[src/rtl/mag_comp_debounce_mon.sv]
// Magnitude comparator consumer: debounces the L/G/E result of a valid/ready sample stream
// and keeps saturating event counters. Define CMP_SIGNED_EN for two's-complement compare.
module mag_comp_debounce_mon #(
  parameter int WIDTH    = 4,
  parameter int DEBOUNCE = 3,
  parameter int CNT_W    = 8
) (
  input  logic             clk,
  input  logic             rst,
  input  logic             clr,
  input  logic             in_valid,
  output logic             in_ready,
  input  logic [WIDTH-1:0] A,
  input  logic [WIDTH-1:0] B,
  output logic             L,
  output logic             G,
  output logic             E,
  output logic             chg,
  output logic [CNT_W-1:0] lt_cnt,
  output logic [CNT_W-1:0] gt_cnt,
  output logic [CNT_W-1:0] eq_cnt
);

  typedef enum logic [1:0] {IDLE, ST_LT, ST_GT, ST_EQ} state_t;
  typedef enum logic [1:0] {RES_LT, RES_GT, RES_EQ} res_t;

  localparam int RUN_W = (DEBOUNCE < 2) ? 1 : $clog2(DEBOUNCE + 1);
  localparam logic [RUN_W-1:0] DEB_MAX = RUN_W'(DEBOUNCE);
  localparam logic [CNT_W-1:0] CNT_ONE = CNT_W'(1);

  state_t           state_q, state_d;
  res_t             cand_q, cand_d;
  logic [RUN_W-1:0] run_q, run_d, run_inc;
  logic             chg_q, chg_d;
  logic [CNT_W-1:0] lt_cnt_q, lt_cnt_d;
  logic [CNT_W-1:0] gt_cnt_q, gt_cnt_d;
  logic [CNT_W-1:0] eq_cnt_q, eq_cnt_d;

  logic accept;
  logic a_lt_b;
  res_t raw;

  function automatic state_t to_state(input res_t r);
    case (r)
      RES_LT:  return ST_LT;
      RES_GT:  return ST_GT;
      default: return ST_EQ;
    endcase
  endfunction

  assign in_ready = ~clr;
  assign accept   = in_valid & ~clr;

`ifdef CMP_SIGNED_EN
  assign a_lt_b = $signed(A) < $signed(B);
`else
  assign a_lt_b = A < B;
`endif

  assign raw = (A == B) ? RES_EQ : (a_lt_b ? RES_LT : RES_GT);

  // NOTE: every variable gets its default first so no path through the block infers a latch.
  always_comb begin
    state_d  = state_q;
    cand_d   = cand_q;
    run_d    = run_q;
    run_inc  = '0;
    chg_d    = 1'b0;
    lt_cnt_d = lt_cnt_q;
    gt_cnt_d = gt_cnt_q;
    eq_cnt_d = eq_cnt_q;

    if (clr) begin
      state_d  = IDLE;
      cand_d   = RES_EQ;
      run_d    = '0;
      lt_cnt_d = '0;
      gt_cnt_d = '0;
      eq_cnt_d = '0;
    end else if (accept) begin
      if (to_state(raw) == state_q) begin
        run_d = '0;
      end else begin
        // IDLE never matches a raw result, so the first pair always starts or extends a run.
        if (raw == cand_q) begin
          run_inc = run_q + 1'b1;
        end else begin
          cand_d  = raw;
          run_inc = RUN_W'(1);
        end
        if (run_inc == DEB_MAX) begin
          state_d = to_state(raw);
          chg_d   = 1'b1;
          run_d   = '0;
        end else begin
          run_d = run_inc;
        end
      end

      unique case (raw)
        RES_LT:  if (lt_cnt_q != '1) lt_cnt_d = lt_cnt_q + CNT_ONE;
        RES_GT:  if (gt_cnt_q != '1) gt_cnt_d = gt_cnt_q + CNT_ONE;
        default: if (eq_cnt_q != '1) eq_cnt_d = eq_cnt_q + CNT_ONE;
      endcase
    end
  end

  // NOTE: state registers use non-blocking assignments so all updates see pre-edge values.
  always_ff @(posedge clk or posedge rst) begin
    if (rst) begin
      state_q  <= IDLE;
      cand_q   <= RES_EQ;
      run_q    <= '0;
      chg_q    <= 1'b0;
      lt_cnt_q <= '0;
      gt_cnt_q <= '0;
      eq_cnt_q <= '0;
    end else begin
      state_q  <= state_d;
      cand_q   <= cand_d;
      run_q    <= run_d;
      chg_q    <= chg_d;
      lt_cnt_q <= lt_cnt_d;
      gt_cnt_q <= gt_cnt_d;
      eq_cnt_q <= eq_cnt_d;
    end
  end

  assign L      = (state_q == ST_LT);
  assign G      = (state_q == ST_GT);
  assign E      = (state_q == ST_EQ);
  assign chg    = chg_q;
  assign lt_cnt = lt_cnt_q;
  assign gt_cnt = gt_cnt_q;
  assign eq_cnt = eq_cnt_q;

endmodule

[config.mk]
export PLATFORM = sky130hd
export DESIGN_NAME = mag_comp_debounce_mon
export DESIGN_NICKNAME = d
export VERILOG_FILES = /design/src/rtl/mag_comp_debounce_mon.sv
export SDC_FILE = /design/constraint.sdc
export NUM_CORES = 1
export LEC_CHECK = 0
export ABC_AREA = 1
export CORE_ASPECT_RATIO = 0.6
export CORE_MARGIN = 3
export CORE_UTILIZATION = 47
export CTS_BUF_LIST = sky130_fd_sc_hd__clkbuf_4 sky130_fd_sc_hd__clkbuf_8 sky130_fd_sc_hd__clkbuf_16
export DETAILED_ROUTE_END_ITERATION = 8
export PLACE_DENSITY = 0.76
export REMOVE_ABC_BUFFERS = 1
export SETUP_SLACK_MARGIN = 0.05
export SYNTH_ARGS = -nofsm -noshare
export SYNTH_HDL_FRONTEND = slang
export SYNTH_SLANG_ARGS = --single-unit
export TNS_END_PERCENT = 100
[constraint.sdc]
create_clock -name clk -period 1.5 [get_ports clk]
set_clock_uncertainty 0.1 [all_clocks]
set_input_delay 0.3 -clock clk [delete_from_list [all_inputs] [get_ports clk]]
set_output_delay 0.3 -clock clk [all_outputs]
set_load 0.05 [all_outputs]
==> reports/results.txt, run 1 <==
sequential area share after synthesis - 37.4%
CTS Buf Count - 5
Post-synth top cells - inv_1 (34), nand2_1 (34), dfrtp_1 (30)
PortBufs - 40
Clock Tree Buf Depth - 2
ys async rst share - 100%
#FFs+latches synth - 31
# H-tree levels - 2
Post-synth EDFFs - 0
synth top area cells - dfrtp_1 (36%), inv_1 (6.1%), nand2_1 (6.1%), xor2_1 (5.1%), ha_1 (4.2%)
initial antenna violation count - 0
Synth cell types - 36
Post-synth top flop - dfrtp_1
tool error - [ERROR DPL-0033] detailed placement checks failed during check placement.
chip height - 57.5 µm
largest net degree at the start of global routing - 22
post-synthesis mux area share - 0%
placed cell area - 3260 µm²
Yosys top cell area share - 36.1%
CTS sink count - 31
Halt Stage - global routing (5_1_grt)
Warnings, synthesis - 0
largest family of logic cells by synthesized area - simple AND/OR/NAND/NOR gates
standard-cell rows - 18
Syn Area/Cell - 8.80 µm²
Worst Endpoint after GRT Repair - eq_cnt[3]$_DFFE_PP0P_/D
CTS Root Cell - clkbuf_8
xor/xnor cell area share of the yosys netlist - 5.48%
IO Pins - 41
Placed Cells - 390
Yosys top cell by area - dfrtp_1
Place WS - -0.925 ns
post-DP HPWL - 4.61 mm
Compound-Gate Fraction of Synth Area - 10.8%
Synth Instances - 236
post-synthesis adder-cell area fraction - 4.22%
width of the die - 91.8 µm
status - stopped before the end
Placer Congestion - 0.846
Worst EP kind - register input
Starting Density - 49.6%
Simple-Gate Fraction of Synth Area - 32.9%
mapped cell area - 2080 µm²
==> stage by stage <==
| stage | utilization [%] | setup TNS, ns | hold slack (ns) |
|---|---|---|---|
| after CTS | 90.7 | -2.05 | 0.245 |
| after detailed placement | 77.7 | -25.30 | 0.388 |
| after global placement | 77.7 | -22.96 | 0.385 |
| after floorplan | - | -13.65 | 0.266 |
==> cell families after synthesis <==
group / count (synthesis)
AO/OA/AOI/OAI: 30
AND/OR/NAND/NOR: 113
XOR/XNOR: 13
flip-flops: 31
adder cells (fa/ha/maj): 7
buffers and inverters: 42
==> repair_timing <==
item / in CTS
setup endpoints to repair: 35
hold buffers: 0
pin swaps: 46
resized for setup: 115
buffers inserted: 18
==> run 2: changes to the inputs <==
Settings changed: CORE_ASPECT_RATIO 0.6 to default, CORE_UTILIZATION 47 to 40, CTS_BUF_LIST sky130_fd_sc_hd__clkbuf_4 sky130_fd_sc_hd__clkbuf_8 sky130_fd_sc_hd__clkbuf_16 to default, PLACE_DENSITY 0.76 to default, PLACE_DENSITY_LB_ADDON from default to 0.15, SETUP_SLACK_MARGIN 0.05 to default.
Clock period 1.5 ns to 1.95 ns, I/O delays scaled along.
==> reports/results.txt, run 2 <==
Placeable Area - 4880 µm²
grt ovf - 0
final hold violation count - 0
worst vdd rail ir drop - 0.336 mV
DRC - 0
GR Util met2 - 26.3%
nets - 322
final number of max-transition violations - 0
width of the die - 78.1 µm
#FFs+latches synth - 31
Clock Tree Buf Depth - 2
PD cells - 656 nW/µm²
IO Pins - 41
RSZ-0062 raised after global routing - no
kind of end point of the critical path - primary output
Synth Instances - 236
Warnings, synthesis - 0
largest net degree at the start of global routing - 32
wire per inst - 12.1 µm
first-pass GRT wire length - 7.97 mm
Via density - 4.75
routed wire length - 4.50 mm
final period utilization - 96.0%
post-DP HPWL - 3.31 mm
TritonCTS clock tree - built
non-filler instance count after layout - 371
synth top area cells - dfrtp_1 (36%), inv_1 (6.1%), nand2_1 (6.1%), xor2_1 (5.1%), ha_1 (4.2%)
Synth cell types - 36
fraction of layout cells with a size suffix above 1 - 39.1%
initial antenna violation count - 0
met1 usage - 21.9%
Clock Pin Slew Worst Setup and Hold Paths - 0.08 ns
largest fanout of any net on the critical path - 18
gr busiest metal - met2
Comb pwr share - 31.5%
Placer Congestion - 0.813
n_diodes - 0
met3 usage - 3.67%
die area - 6090 µm²
crit path kind - input pin to primary output
area grow syn2layout - 38.9%
worst path required time - 1.46 ns
Yosys top cell area share - 36.1%
sequential area share after synthesis - 37.4%
CTS sink count - 31
Leak Pwr - 0.00138 µW
Place WS - -0.493 ns
Worst Setup Start Kind - input pin
Detailed Route Iter0 Violations - 47
PortBufs - 40
maxcap violations - 0
post-layout min period - 1.87 ns
Post-synth EDFFs - 0
Placed Cells - 360
Slew @ Worst Pin - 0.391 ns
standard-cell rows - 25
DR vias - 1763
Syn Area/Cell - 8.80 µm²
Final Setup Violations - 0
Fmax - 534 MHz
P_sw - 649 µW
Internal Power - 1240 µW
post-route antenna net violation count - 0
final setup margin - 0.0788 ns
Yosys top cell by area - dfrtp_1
most common cell after layout, fill and taps aside - buf_4
Tightest Hold Check Type - input pin to async pin
Worst Path Arrival - 1.38 ns
most frequent cells in the layout - buf_4 (49), nand2_1 (30), inv_1 (30), dfrtp_1 (30), nor2_1 (16)
clock latency on the worst-skew pair - 0.28 ns
Post-synth top flop - dfrtp_1
Worst slew margin - 74.0%
chip height - 78.1 µm
CTS Root Cell - clkbuf_8
vias in the first global route - 1692
Seq pwr share - 38.0%
# H-tree levels - 2
clock group share of total power - 30.5%
ys async rst share - 100%
Total GRT Usage - 16.3%
mapped cell area - 2080 µm²
Post-synth top cells - inv_1 (34), nand2_1 (34), dfrtp_1 (30)
DRT Pass-1 Iters - 4
status - completed
Sw Ratio - 34.3%
CTS Buf Count - 5
Starting Density - 42.6%
-- run 2: cell counts after synthesis --
Identical to the previous run, type by type.
-- run 2: kinds of logic (layout without fill, tap and decap cells) --
group / count (synthesis) / after routing / synth area share (%)
simple gates: 113 / 113 / 32.9
compound gates: 30 / 30 / 10.8
flops: 31 / 31 / 37.4
buf+inv: 42 / 110 / 9.22
fa+ha+maj: 7 / 7 / 4.22
xor+xnor: 13 / 13 / 5.48
-- run 2: metal layers --
| metal | share of wire (%) | vias to the layer above |
|---|---|---|
| li1 | - | 907 |
| met1 | 49 | 816 |
| met2 | 47 | 35 |
| met3 | 4.0 | 5 |
| met4 | 0.80 | 0 |
| met5 | 0 | - |
-- run 2: worst paths after layout --
check	startpoint	to	slack [ns]	cells after the start
hold reg to reg	cand_q[1]	cand_q[1]	0.41	2
min in group clk	cand_q[1]	cand_q[1]	0.41	2
setup / recovery	clr	in_ready	0.08	4
max in group asynchronous	rst	cand_q[1]	1.03	3
setup reg to reg	eq_cnt[0]	eq_cnt[3]	0.14	10
hold / removal	rst	lt_cnt[7]	0.39	3
-- run 2: stage by stage --
stage	area [µm²]	hold WS [ns]	power (µW)	util [%]	TNS, ns
global route	2890	0.444	2010	59.1	0
floorplan	2030	0.356	1090	-	-2.14
global placement	2660	0.380	1280	54.5	-12.45
finish	2890	0.386	1890	59.1	0
detailed placement	2660	0.391	1280	54.5	-13.13
CTS	2870	0.407	1910	58.9	0
-- run 2: timing repair --
| item | CTS | global route |
|---|---|---|
| buffers inserted | 2 | 1 |
| gates resized for setup | 25 | 2 |
| setup endpoints to repair | 29 | 2 |
| endpoints found under the hold margin | 0 | 0 |
| hold buffers | 0 | 0 |
| pin swaps | 17 | 0 |
-- run 2: worst max-delay path, cell delays in order --
cell and delay, ns:
clkdlybuf4s50_1 0.58, inv_2 0.08, buf_8 0.17, buf_12 0.16
-- run 2: layout make-up --
type,count,area [µm²]
timing repair buffer,66,583
clock buffer,7,96.3
fill,476,1990
sequential,31,777
inverter,36,145
multi-input combinational,163,1190
clock inverter,1,7.51
tap,67,83.8
-- run 2: power groups by stage --
stage | Clock (µW) | Sequential [µW] | Combinational (µW)
floorplan | 0 | 823 | 263
global placement | 0 | 729 | 549
detailed placement | 0 | 729 | 552
CTS | 596 | 719 | 593
global route | 634 | 726 | 646
finish | 577 | 719 | 597
Note: power is estimated with default switching activity, not from simulation.
